==> config.mk <==
export PLATFORM = sky130hd
export DESIGN_NAME = divider_8b
export DESIGN_NICKNAME = d
export VERILOG_FILES = /design/src/rtl/div_pkg.sv /design/src/rtl/div_control.sv /design/src/rtl/hex_driver.sv /design/src/rtl/divider_8b.sv
export SDC_FILE = /design/constraint.sdc
export NUM_CORES = 1
export LEC_CHECK = 0
export BUFFER_PORTS_ARGS = -buffer_cell sky130_fd_sc_hd__buf_2
export CORE_UTILIZATION = 61
export CTS_BUF_LIST = sky130_fd_sc_hd__clkbuf_2
export DETAILED_ROUTE_END_ITERATION = 10
export GPL_TIMING_DRIVEN = 0
export PLACE_DENSITY_LB_ADDON = 0.1
export SLEW_MARGIN = 10
export SYNTH_ARGS = -nofsm -noshare
export SYNTH_HDL_FRONTEND = slang
export SYNTH_HIERARCHICAL = 1
export SYNTH_SLANG_ARGS = --single-unit
==> constraint.sdc <==
create_clock -name Clk -period 5 [get_ports Clk]
set_clock_uncertainty 0.15 [all_clocks]
set_input_delay 0.5 -clock Clk [delete_from_list [all_inputs] [get_ports Clk]]
set_output_delay 0.5 -clock Clk [all_outputs]
set_load 0.05 [all_outputs]
==> src/rtl/div_pkg.sv <==
// Shared types and constants for the 8-bit restoring divider.
// Contents: FSM state enum, operand width, iteration count, 7-segment constants.
// Imported by the control FSM, the hex digit driver and the divider top.
package div_pkg;

    localparam int N          = 8;
    localparam int ITER_COUNT = 8;

    // Active-low segment patterns
    localparam logic [6:0] HEX_BLANK = 7'b1111111;
    localparam logic [6:0] HEX_ZERO  = 7'b1000000;

    typedef enum logic [1:0] {
        IDLE = 2'd0,
        ITER = 2'd1,
        DONE = 2'd2
    } state_t;

endpackage

==> src/rtl/div_control.sv <==
// div_control: IDLE/ITER/DONE sequencer and iteration counter for the divider.
// Ports: clk, reset (sync, active-high), run, load in; load_q, start, iterate,
//        busy, done out. All outputs depend on state and registered-free decode only.
module div_control
    import div_pkg::*;
(
    input  logic clk,
    input  logic reset,
    input  logic run,
    input  logic load,
    output logic load_q,
    output logic start,
    output logic iterate,
    output logic busy,
    output logic done
);

    state_t     state, state_nxt;
    logic [2:0] cnt, cnt_nxt;

    always_ff @(posedge clk) begin
        if (reset) begin
            state <= IDLE;
            cnt   <= 3'd0;
        end else begin
            state <= state_nxt;
            cnt   <= cnt_nxt;
        end
    end

    always_comb begin
        state_nxt = state;
        cnt_nxt   = cnt;
        load_q    = 1'b0;
        start     = 1'b0;
        iterate   = 1'b0;
        busy      = (state == ITER);
        done      = (state == DONE);
        case (state)
            IDLE: begin
                // Run wins over Load when both are asserted
                if (run) begin
                    start     = 1'b1;
                    cnt_nxt   = 3'd0;
                    state_nxt = ITER;
                end else if (load) begin
                    load_q = 1'b1;
                end
            end
            ITER: begin
                iterate = 1'b1;
                cnt_nxt = cnt + 3'd1;
                if (cnt == 3'(ITER_COUNT - 1))
                    state_nxt = DONE;
            end
            DONE: begin
                // Holding Run high parks here; a fresh divide needs Run low first
                if (!run)
                    state_nxt = IDLE;
            end
            default: state_nxt = IDLE;
        endcase
    end

endmodule

==> src/rtl/hex_driver.sv <==
// HexDriver: one nibble to one active-low 7-segment digit, purely combinational.
// Ports: in_nib (4-bit value), out_seg (segments g..a, low = lit).
// No clock, no state.
module HexDriver
    import div_pkg::*;
(
    input  logic [3:0] in_nib,
    output logic [6:0] out_seg
);

    always_comb begin
        out_seg = HEX_BLANK;
        case (in_nib)
            4'h0: out_seg = HEX_ZERO;
            4'h1: out_seg = 7'b1111001;
            4'h2: out_seg = 7'b0100100;
            4'h3: out_seg = 7'b0110000;
            4'h4: out_seg = 7'b0011001;
            4'h5: out_seg = 7'b0010010;
            4'h6: out_seg = 7'b0000010;
            4'h7: out_seg = 7'b1111000;
            4'h8: out_seg = 7'b0000000;
            4'h9: out_seg = 7'b0010000;
            4'hA: out_seg = 7'b0001000;
            4'hB: out_seg = 7'b0000011;
            4'hC: out_seg = 7'b1000110;
            4'hD: out_seg = 7'b0100001;
            4'hE: out_seg = 7'b0000110;
            4'hF: out_seg = 7'b0001110;
            default: out_seg = HEX_BLANK;
        endcase
    end

endmodule

==> src/rtl/divider_8b.sv <==
// divider_8b: sequential unsigned restoring divider, dividend in Q, divisor latched at Run.
// Ports: Clk, Reset, Run, Load, SW in; Qval (quotient), Aval (remainder), Busy, Done,
//        Div_Zero, HEX0..HEX3 (Qval lo/hi, Aval lo/hi) out. Result 9 cycles after Run.
module divider_8b
    import div_pkg::*;
#(
    parameter int WIDTH = N
) (
    input  logic             Clk,
    input  logic             Reset,
    input  logic             Run,
    input  logic             Load,
    input  logic [WIDTH-1:0] SW,
    output logic [WIDTH-1:0] Qval,
    output logic [WIDTH-1:0] Aval,
    output logic             Busy,
    output logic             Done,
    output logic             Div_Zero,
    output logic [6:0]       HEX0,
    output logic [6:0]       HEX1,
    output logic [6:0]       HEX2,
    output logic [6:0]       HEX3
);

    logic load_q, start, iterate;

    // Partial remainder. Between iterations it is always below the divisor, so
    // its ninth bit is zero and only the trial difference needs to carry it.
    logic [WIDTH-1:0] a_reg;
    logic [WIDTH-1:0] q_reg;
    logic [WIDTH-1:0] d_reg;
    logic             dz_reg;

    logic [WIDTH:0]   shifted;
    logic [WIDTH:0]   trial;

    div_control u_ctrl (
        .clk     (Clk),
        .reset   (Reset),
        .run     (Run),
        .load    (Load),
        .load_q  (load_q),
        .start   (start),
        .iterate (iterate),
        .busy    (Busy),
        .done    (Done)
    );

    assign shifted = {a_reg, q_reg[WIDTH-1]};
    assign trial   = shifted - {1'b0, d_reg};

    always_ff @(posedge Clk) begin
        if (Reset) begin
            a_reg  <= '0;
            q_reg  <= '0;
            d_reg  <= '0;
            dz_reg <= 1'b0;
        end else if (start) begin
            a_reg  <= '0;
            d_reg  <= SW;
            dz_reg <= (SW == '0);
        end else if (load_q) begin
            q_reg <= SW;
        end else if (iterate) begin
            // Negative trial means the divisor did not fit: keep the shifted value
            if (!trial[WIDTH]) begin
                a_reg <= trial[WIDTH-1:0];
                q_reg <= {q_reg[WIDTH-2:0], 1'b1};
            end else begin
                a_reg <= shifted[WIDTH-1:0];
                q_reg <= {q_reg[WIDTH-2:0], 1'b0};
            end
        end
    end

    assign Qval     = q_reg;
    assign Aval     = a_reg;
    assign Div_Zero = dz_reg;

    HexDriver u_hex0 (.in_nib(q_reg[3:0]), .out_seg(HEX0));
    HexDriver u_hex1 (.in_nib(q_reg[7:4]), .out_seg(HEX1));
    HexDriver u_hex2 (.in_nib(a_reg[3:0]), .out_seg(HEX2));
    HexDriver u_hex3 (.in_nib(a_reg[7:4]), .out_seg(HEX3));

endmodule

---- After elaboration in Yosys (flattened, before gate mapping) ----
Memory sizes are Yosys's and may differ from the RTL's. A register that Yosys moved wholly into a read port is not among the register bits.
Index checks and enable logic that the tools add are counted.
cells by class
  equality and inequality tests ........... 6
  add/subtract/negate cells ............... 2
  bitwise gates (word level) .............. 2
  shift-type cells ........................ 0
  reductions and logical operators ........ 9
  multipliers ............................. 0
  muxes and demuxes ....................... 24
  order comparisons ....................... 0
  div/mod/pow operators ................... 0
operators with widths
  kind                                                   count
  two-way mux 4 bit                                      8
  two-way mux 8 bit                                      3
  subtractor 9 x 8 -> 9 bit                              1
  logical NOT 8 bit                                      1
  two-way mux 1 bit                                      7
  two-way mux 2 bit                                      3
  case mux 2 bit (3 select lines)                        1
  case mux 3 bit (2 select lines)                        1
  AND reduction 2 bit                                    3
  inequality test 2 bit, second input constant           2
  nonzero test 2 bit                                     2
  adder 3 x 1 -> 3 bit, second input constant            1
  == test 3 bit, second input constant                   1
  two-way mux 3 bit                                      1
  AND reduction 3 bit                                    1
  == test 2 x 1 -> 1 bit, second input constant          1
  == test 2 bit, second input constant                   1
  logical NOT 2 bit                                      1
  inequality test 2 x 1 -> 1 bit, second input constant  1
  inverter 1 bit                                         2
  OR reduction 2 bit                                     1
word-level totals
  ROM bits ................................ 448
  RAM bits ................................ 0
  input port bits ......................... 12
  register bits after elaboration ......... 30
  memories ................................ 4
  word-level logic and storage cells ...... 53
  output and inout port bits .............. 47
  latch bits .............................. 0
memory list
  name             words  width  rd ports  clocked after Yosys merged registers in  wr ports  RTL line          RTL
  (no name shown)  16     7      1         1                                        0         hex_driver.sv:13  case (in_nib)
  (no name shown)  16     7      1         1                                        0         hex_driver.sv:13
  (no name shown)  16     7      1         1                                        0         hex_driver.sv:13
  (no name shown)  16     7      1         1                                        0         hex_driver.sv:13

---- Longest topological paths before layout ----
Gate-level depths: netlist of the first run.
  word-level depth ........................ 7
  mapped depth ............................ 10
  depth with buffers taken out ............ 9

---- Hierarchy ----
The synthesis of the first run kept the hierarchy.
by module, submodules not included
  module                   area an instance (um2)  instances  sequential area each (um2)  cells each
  divider_8b               1,450.1                 1          500.5                       169
  HexDriver at u_hex1 ...  275.3                   3          0.0                         32
  HexDriver at u_hex0      274.0                   1          0.0                         33
  div_control              245.2                   1          100.1                       25

---- Least setup slack after synthesis of the first run ----
No wires, ideal clock.
  path kind ............................... flip-flop to flip-flop
  start ................................... reg q_reg[7], in the netlist Qval[7]
  end ..................................... reg a_reg[7], in the netlist Aval[7]
  data required time ...................... 4,789 ps
  arrival time ............................ 2,941 ps
  buffers on the path ..................... 1
  cell stages (with the launch flop) ...... 11
  path slack .............................. 1,848 ps
  clock period less this slack ............ 3,152 ps
  setup time .............................. 61 ps
  cell sequence ........................... dfxtp_1 > inv_1 > ha_1 > fa_1 > and2b_1 > o2111ai_2 > and3_1 > or4_4 > buf_6 > a211o_1 > nand2_1
on the way
  cells in the longest elaborated chain, start to end .. 2
RTL lines
  what                       RTL line          RTL
  from (decl)                divider_8b.sv:30  logic [WIDTH-1:0] q_reg;
  from (signal assigned)     divider_8b.sv:68  q_reg <= {q_reg[WIDTH-2:0], 1'b1};
  from (signal assigned)     divider_8b.sv:71  q_reg <= {q_reg[WIDTH-2:0], 1'b0};
  subtractor 9 x 8 -> 9 bit  divider_8b.sv:50  assign trial = shifted - {1'b0, d_reg};
  two-way mux 8 bit          divider_8b.sv:66  if (!trial[WIDTH]) begin
  to (signal assigned)       divider_8b.sv:67  a_reg <= trial[WIDTH-1:0];
  to (signal assigned)       divider_8b.sv:70  a_reg <= shifted[WIDTH-1:0];
  to (decl)                  divider_8b.sv:29  logic [WIDTH-1:0] a_reg;
No other way between the ends.
A chain may end at the register's enable or synchronous reset.

---- Worst setup path in the final report of the first run ----
Ends and elaborated chain as after synthesis.

==> run_results.csv, run 1 <==
group,metric,value,unit
worst_setup_path,start_kind,"flip-flop",
die,start_util,63.76,%
die,die-area,4857,um2
synth,yosysWarnings,6,
timing,drv_slew,0,
synth,ys_seq_area_share,21.49,%
timing,min_period,3.122,ns
global_route,antenna_found_initial,0,
detailed_routing,drt.antenna.violating_nets,0,
clocking,h-tree-depth,2,
clocking,cts_tree,"built",
detailed_routing,post-route-drc-count,0,
worst_hold_path,whs_path_depth,2,
power_and_ir_drop,ir_worst_vdd,0.0001628,V
clocking,cts.sinks,30,
placement,gp_congestion,0.8140,
clocking,clockBufferDepth,2,
power_and_ir_drop,power_leakage,0.001504,uW
placement,pre_cts_ws,1.924,ns
worst_hold_path,hp-start,"Reset",
clocking,root_buffer,"clkbuf_2",
power_and_ir_drop,power_per_cell_area,271.5,nW/um2
global_route,grt_overflow_total,0,
finish,mostFrequentLayoutCells,"buf_2 (62), nor2_1 (46), ha_1 (38)",
timing,max_freq,0.3203,GHz
worst_setup_path,arrival,3.29,ns
clocking,hold_buffers,0,
detailed_routing,drt_wl_total,6032,um
detailed_routing,drt_iter0_drc,97,
synth,synth_cells,323,
timing,hold_ws,0.2061,ns
detailed_routing,avgViaCountPerCell,5.678,
timing,hold_viol_final,0,
timing,rsz0062_at_grt,"no",
detailed_routing,dr_total_vias,2504,
placement,hpwl,4529,um
worst_setup_path,worstSetupStartpoint,"Qval[7]",
finish,nNetsFinal,439,
die,num_rows,24,
timing,setup_violations,0,
finish,diodes,0,
timing,slew_headroom,58.14,%
worst_setup_path,rr_worst_depth,10,
worst_setup_path,path_class,"reg2reg",
worst_hold_path,hold_class,"in2reg",
worst_setup_path,crit_required,5.16,ns
global_route,grt_first_pass_wirelength,10250,um
die,ios,59,
synth,syn_area_per_cell,8.654,um2
worst_setup_path,worstReg2RegStart,"Qval[7]",
detailed_routing,firstDrtPassIters,5,
timing,fin_crit_sh,62.45,%
run,drv_cap,0,
synth,ys_ff_latch,30,
worst_setup_path,critPathCaptureType,"flip-flop",
clocking,clkTransAtPathRegs,0.18,ns
finish,mostFrequentLayoutCell,"buf_2",
die,die_w,69.69,um
die,core,4384,um2
outcome,status,"finished, final reports clean",
timing,setup_tns,0,ns
finish,area_growth,14.19,%
synth,synth-main-ff-cell,"dfxtp_1",
global_route,grt_pass1_vias,2289,
synth,syn_area,2795,um2
global_route,grt.total_usage,25.62,%
synth,async_flop_share,0,%
clocking,postCtsResizedCells,0,
synth,synth.distinct_cells,52,
timing,finalWorstSetupSlack,1.878,ns
worst_setup_path,crit_path_max_fanout,10,
clocking,post_cts_buffers,0,
die,fp.dieH,69.69,um
timing,worst_pin_slew,0.6279,ns
finish,drive_gt1_share,21.85,%
clocking,worstSkewPairLatency,0.38,ns
global_route,grt_max_degree,13,
synth,syn_nets,374,
detailed_routing,routedWlPerCell,13.68,um
synth,synth_edf_count,0,
placement,numPortBuffers,58,
clocking,numCtsBuffers,5,
## cell type report
| class | instances | area, um2 |
|---|---|---|
| Timing Repair Buffer | 58 | 290.3 |
| Clock inverter | 3 | 16.27 |
| Fill cell | 370 | 1192 |
| Inverter | 27 | 101.3 |
| Buffer | 16 | 106.4 |
| Clock buffer | 5 | 25.02 |
| Multi-Input combinational cell | 250 | 1987 |
| Tap cell | 52 | 65.06 |
| Sequential cell | 30 | 600.6 |
## critical path: stages (launching register included)
cell and delay [ns]:
dfxtp_1 0.54, inv_1 0.08, ha_1 0.24, fa_1 0.40, and2b_1 0.24, o2111ai_2 0.14
and3_1 0.20, or4_4 0.56, buf_6 0.17, a211o_1 0.27, nand2_1 0.06
## synth_stat cells (2+ instances only)
master / instances / area [um2]
and2b_1: 2 / 15.01
buf_6: 5 / 56.30
a32o_1: 4 / 40.04
a21oi_1: 15 / 75.07
a31oi_1: 2 / 12.51
ha_1: 38 / 475.5
clkbuf_1: 5 / 18.77
and3_1: 2 / 12.51
nor4_1: 2 / 12.51
nand2_1: 12 / 45.04
o22ai_1: 2 / 12.51
mux2i_1: 37 / 370.4
xnor2_1: 2 / 17.52
nor3_1: 6 / 30.03
a211oi_1: 7 / 52.55
a22o_1: 7 / 61.31
inv_1: 27 / 101.4
nor2b_1: 3 / 18.77
a22oi_1: 3 / 22.52
mux4_1: 4 / 105.1
dfxtp_1: 30 / 600.6
o21a_1: 3 / 22.52
and2b_2: 3 / 26.28
mux2_2: 3 / 33.78
nor2_1: 46 / 172.7
buf_2: 4 / 20.02
nand3_1: 4 / 20.02
o21ai_0: 17 / 85.08
or3b_1: 3 / 26.28
nand2b_1: 3 / 18.77
## where the power goes
part / leakage, uW / total (uW) / switching [uW] / internal [uW]
Sequential: 0.000246 / 281 / 25.6 / 255
Clock: 0.0000264 / 125 / 92.8 / 31.9
Combinational: 0.00123 / 461 / 303 / 158
## stage by stage
stage / cells / util, % / power, uW / cell area [um2]
after global routing: 441 / 72.80 / 918.5 / 3192
after floorplan: 323 / - / 654.6 / 2795
final: 441 / 72.80 / 866.6 / 3192
after CTS: 441 / 72.80 / 868.1 / 3192
after global placement: 433 / 71.86 / 735.3 / 3151
after detailed placement: 433 / 71.86 / 744.9 / 3151
## per-layer routing
layer	vias up	part of all wire (%)	GRT usage, %
met5	-	0	0
met4	0	2.0	10.00
met3	11	2.7	4.070
met2	46	49	44.12
met1	1158	46	32.00
li1	1289	-	-
## worst paths after layout
check                          to  slack [ns]
setup / recovery          Aval[7]        1.88
hold / removal    u_ctrl/state[0]        0.21
setup reg to reg          Aval[7]        1.88
hold reg to reg          Div_Zero        0.36
## kinds of logic after synthesis
| logic type | Yosys count | share of synthesized area [%] |
|---|---|---|
| DFF | 30 | 21.49 |
| and+or+nand+nor | 91 | 15.94 |
| adders and majority gates | 39 | 17.73 |
| muxes | 45 | 18.76 |
| buffers and inverters | 43 | 7.431 |
| AOI/OAI and AO/OA | 72 | 17.73 |
| xor gates and xnor gates | 3 | 0.9402 |
(Power assumes the default switching activity.)
==> inputs of run 2 (changes only) <==
--- a/config.mk
+++ b/config.mk
@@ -5,8 +5,9 @@
 export SDC_FILE = /design/constraint.sdc
 export NUM_CORES = 1
 export LEC_CHECK = 0
+export ABC_AREA = 1
 export BUFFER_PORTS_ARGS = -buffer_cell sky130_fd_sc_hd__buf_2
-export CORE_UTILIZATION = 61
+export CORE_UTILIZATION = 57
 export CTS_BUF_LIST = sky130_fd_sc_hd__clkbuf_2
 export DETAILED_ROUTE_END_ITERATION = 10
 export GPL_TIMING_DRIVEN = 0
==> constraint.sdc (replaced) <==
create_clock -name Clk -period 2.92 [get_ports Clk]
set_clock_uncertainty 0.15 [all_clocks]
set_input_delay 0.292 -clock Clk [delete_from_list [all_inputs] [get_ports Clk]]
set_output_delay 0.292 -clock Clk [all_outputs]
set_load 0.05 [all_outputs]
==> run_results.csv, run 2 <==
group,metric,value,unit
worst_hold_path,hold_class,"in2reg",
synth,ys_ff_latch,30,
die,core,4848,um2
die,die-area,5432,um2
global_route,grt.total_usage,25.16,%
finish,nNetsFinal,576,
synth,syn_area_per_cell,6.384,um2
clocking,numCtsBuffers,5,
synth,synth.distinct_cells,32,
clocking,cts_tree,"built",
synth,synth_top_area_cell,"dfxtp_1",
power_and_ir_drop,ir_worst_vdd,0.0002978,V
worst_setup_path,max_stage_delay,0.52,ns
synth,synth_edf_count,0,
detailed_routing,dr_total_vias,3060,
detailed_routing,post-route-drc-count,0,
timing,setup_tns,0,ns
worst_setup_path,crit_chain,"inv_1 > fa_1 > inv_1 > nand2_1 > nand2_1 > nand3_2 > nand3_2 > nand2_4 > buf_8 > nand2_1 > o211ai_2 > nand2_1 > inv_1",
clocking,h-tree-depth,2,
global_route,grt_pass1_vias,2643,
global_route,grt_first_pass_wirelength,10940,um
global_route,grt_overflow_total,0,
worst_setup_path,crit_required,3.09,ns
finish,diodes,0,
worst_setup_path,arrival,2.54,ns
finish,mostFrequentLayoutCells,"nand2_1 (150), inv_1 (74), buf_2 (63)",
worst_hold_path,whs_path_depth,3,
detailed_routing,routedWlPerCell,11.14,um
die,fp.dieH,73.70,um
finish,mostFrequentLayoutCell,"nand2_1",
placement,gp_congestion,0.8676,
worst_setup_path,crit_slowest_cell,"dfxtp_1",
worst_setup_path,start_kind,"flip-flop",
detailed_routing,avgViaCountPerCell,5.160,
die,start_util,60.44,%
synth,yosysWarnings,6,
timing,slew_headroom,74.58,%
synth,synth_top_area_share,20.50,%
timing,drv_slew,0,
power_and_ir_drop,power_per_cell_area,459.6,nW/um2
finish,drive_gt1_share,20.34,%
clocking,cts.sinks,30,
detailed_routing,drt_wl_total,6608,um
synth,synth.most_common_cell,"nand2_1",
timing,hold_viol_final,0,
power_and_ir_drop,power_leakage,0.001849,uW
synth,async_flop_share,0,%
synth,synth-main-ff-cell,"dfxtp_1",
detailed_routing,drt.antenna.violating_nets,0,
clocking,root_buffer,"clkbuf_2",
die,ios,59,
clocking,worstSkewPairLatency,0.39,ns
placement,hpwl,5065,um
timing,finalWorstSetupSlack,0.5448,ns
global_route,antenna_found_initial,0,
detailed_routing,firstDrtPassIters,4,
placement,pre_cts_ws,0.5621,ns
clocking,post_cts_buffers,0,
timing,fin_crit_sh,81.34,%
worst_setup_path,cp_common_cell,"nand2_1",
worst_setup_path,rr_worst_depth,13,
finish,area_growth,14.52,%
die,num_rows,25,
synth,synth_area_leaders,"dfxtp_1 (20%), nand2_1 (19%), ha_1 (16%)",
detailed_routing,drt_iter0_drc,104,
worst_setup_path,path_class,"reg2reg",
die,die_w,73.70,um
worst_setup_path,crit_family,"simple AND/OR/NAND/NOR gates",
worst_setup_path,cp.depth,13,
outcome,status,"finished, final reports clean",
timing,setup_violations,0,
placement,numPortBuffers,58,
clocking,clockBufferDepth,2,
clocking,clkTransAtPathRegs,0.18,ns
run,drv_cap,0,
timing,worst_pin_slew,0.3773,ns
worst_setup_path,path_buf_inv,4,
global_route,grt_max_degree,11,
synth,ys_seq_area_share,20.50,%
timing,rsz0062_at_grt,"no",
synth,synth_common_cells,"nand2_1 (150), inv_1 (74), nand3_1 (52)",
worst_setup_path,crit_path_max_fanout,10,
synth,synth_cells,459,
synth,syn_nets,510,
timing,max_freq,0.4210,GHz
synth,syn_area,2930,um2
timing,min_period,2.375,ns
worst_setup_path,critPathCaptureType,"flip-flop",
run 2: repair_timing:
action,4_1_cts,5_1_grt
hold endpoints to repair,6,0
hold buffers,1,0
resized for setup,0,0
run 2: path summary, 6_finish.rpt:
kind	end	startpoint	slack (ns)
worst min-delay path	u_ctrl/state[1]	Run	0.02
worst max register to register	Aval[3]	Aval[0]	0.54
worst min register to register	d_reg[5]	d_reg[5]	0.33
worst max-delay path	Aval[3]	Aval[0]	0.54
run 2: logic make-up after synthesis:
| kind of cell | Yosys count | synth area share, % |
|---|---|---|
| AND/OR/NAND/NOR | 225 | 33.86 |
| buffers and inverters | 94 | 13.92 |
| AO/OA/AOI/OAI | 68 | 13.92 |
| adder cells (fa/ha/maj) | 39 | 16.91 |
| flip-flops | 30 | 20.50 |
| XOR/XNOR | 3 | 0.8968 |
run 2: metal layers:
layer	global-route usage [%]	vias up	share of wire [%]	wire length (um)
met3	3.978	10	4.3	283
met2	44.44	79	49	3222
met5	0	-	0	0
met4	5.983	0	1.0	68
met1	31.78	1385	46	3034
li1	-	1586	-	-
run 2: stage by stage:
stage | area [um2] | hold WS (ns) | total power [uW] | utilization [%] | cells
final | 3356 | 0.02375 | 1542 | 69.21 | 593
after floorplan | 2930 | 0.2111 | 1159 | - | 459
after CTS | 3356 | 0.01909 | 1542 | 69.21 | 593
after detailed placement | 3304 | 0.3084 | 1329 | 68.15 | 584
after global placement | 3304 | 0.3037 | 1309 | 68.15 | 584
after global routing | 3356 | 0.007482 | 1651 | 69.21 | 593
run 2: where the power goes:
group	switching, uW	internal [uW]	leakage, uW
logic	602	244	0.00158
clock network	163	54.5	0.0000264
registers	40.0	439	0.000246
run 2: layout make-up:
type | instances | area (um2)
Sequential cell | 30 | 600.6
Buffer | 14 | 107.6
Clock buffer | 5 | 25.02
Multi-Input combinational cell | 335 | 1922
Fill cell | 428 | 1493
Clock inverter | 3 | 16.27
Inverter | 80 | 300.3
Tap cell | 67 | 83.83
Timing Repair Buffer | 59 | 300.3
run 2: tightest hold or removal path, stage by stage:
cell	delay (ns)
buf_2	0.12
nand2_1	0.07
a21oi_1	0.05
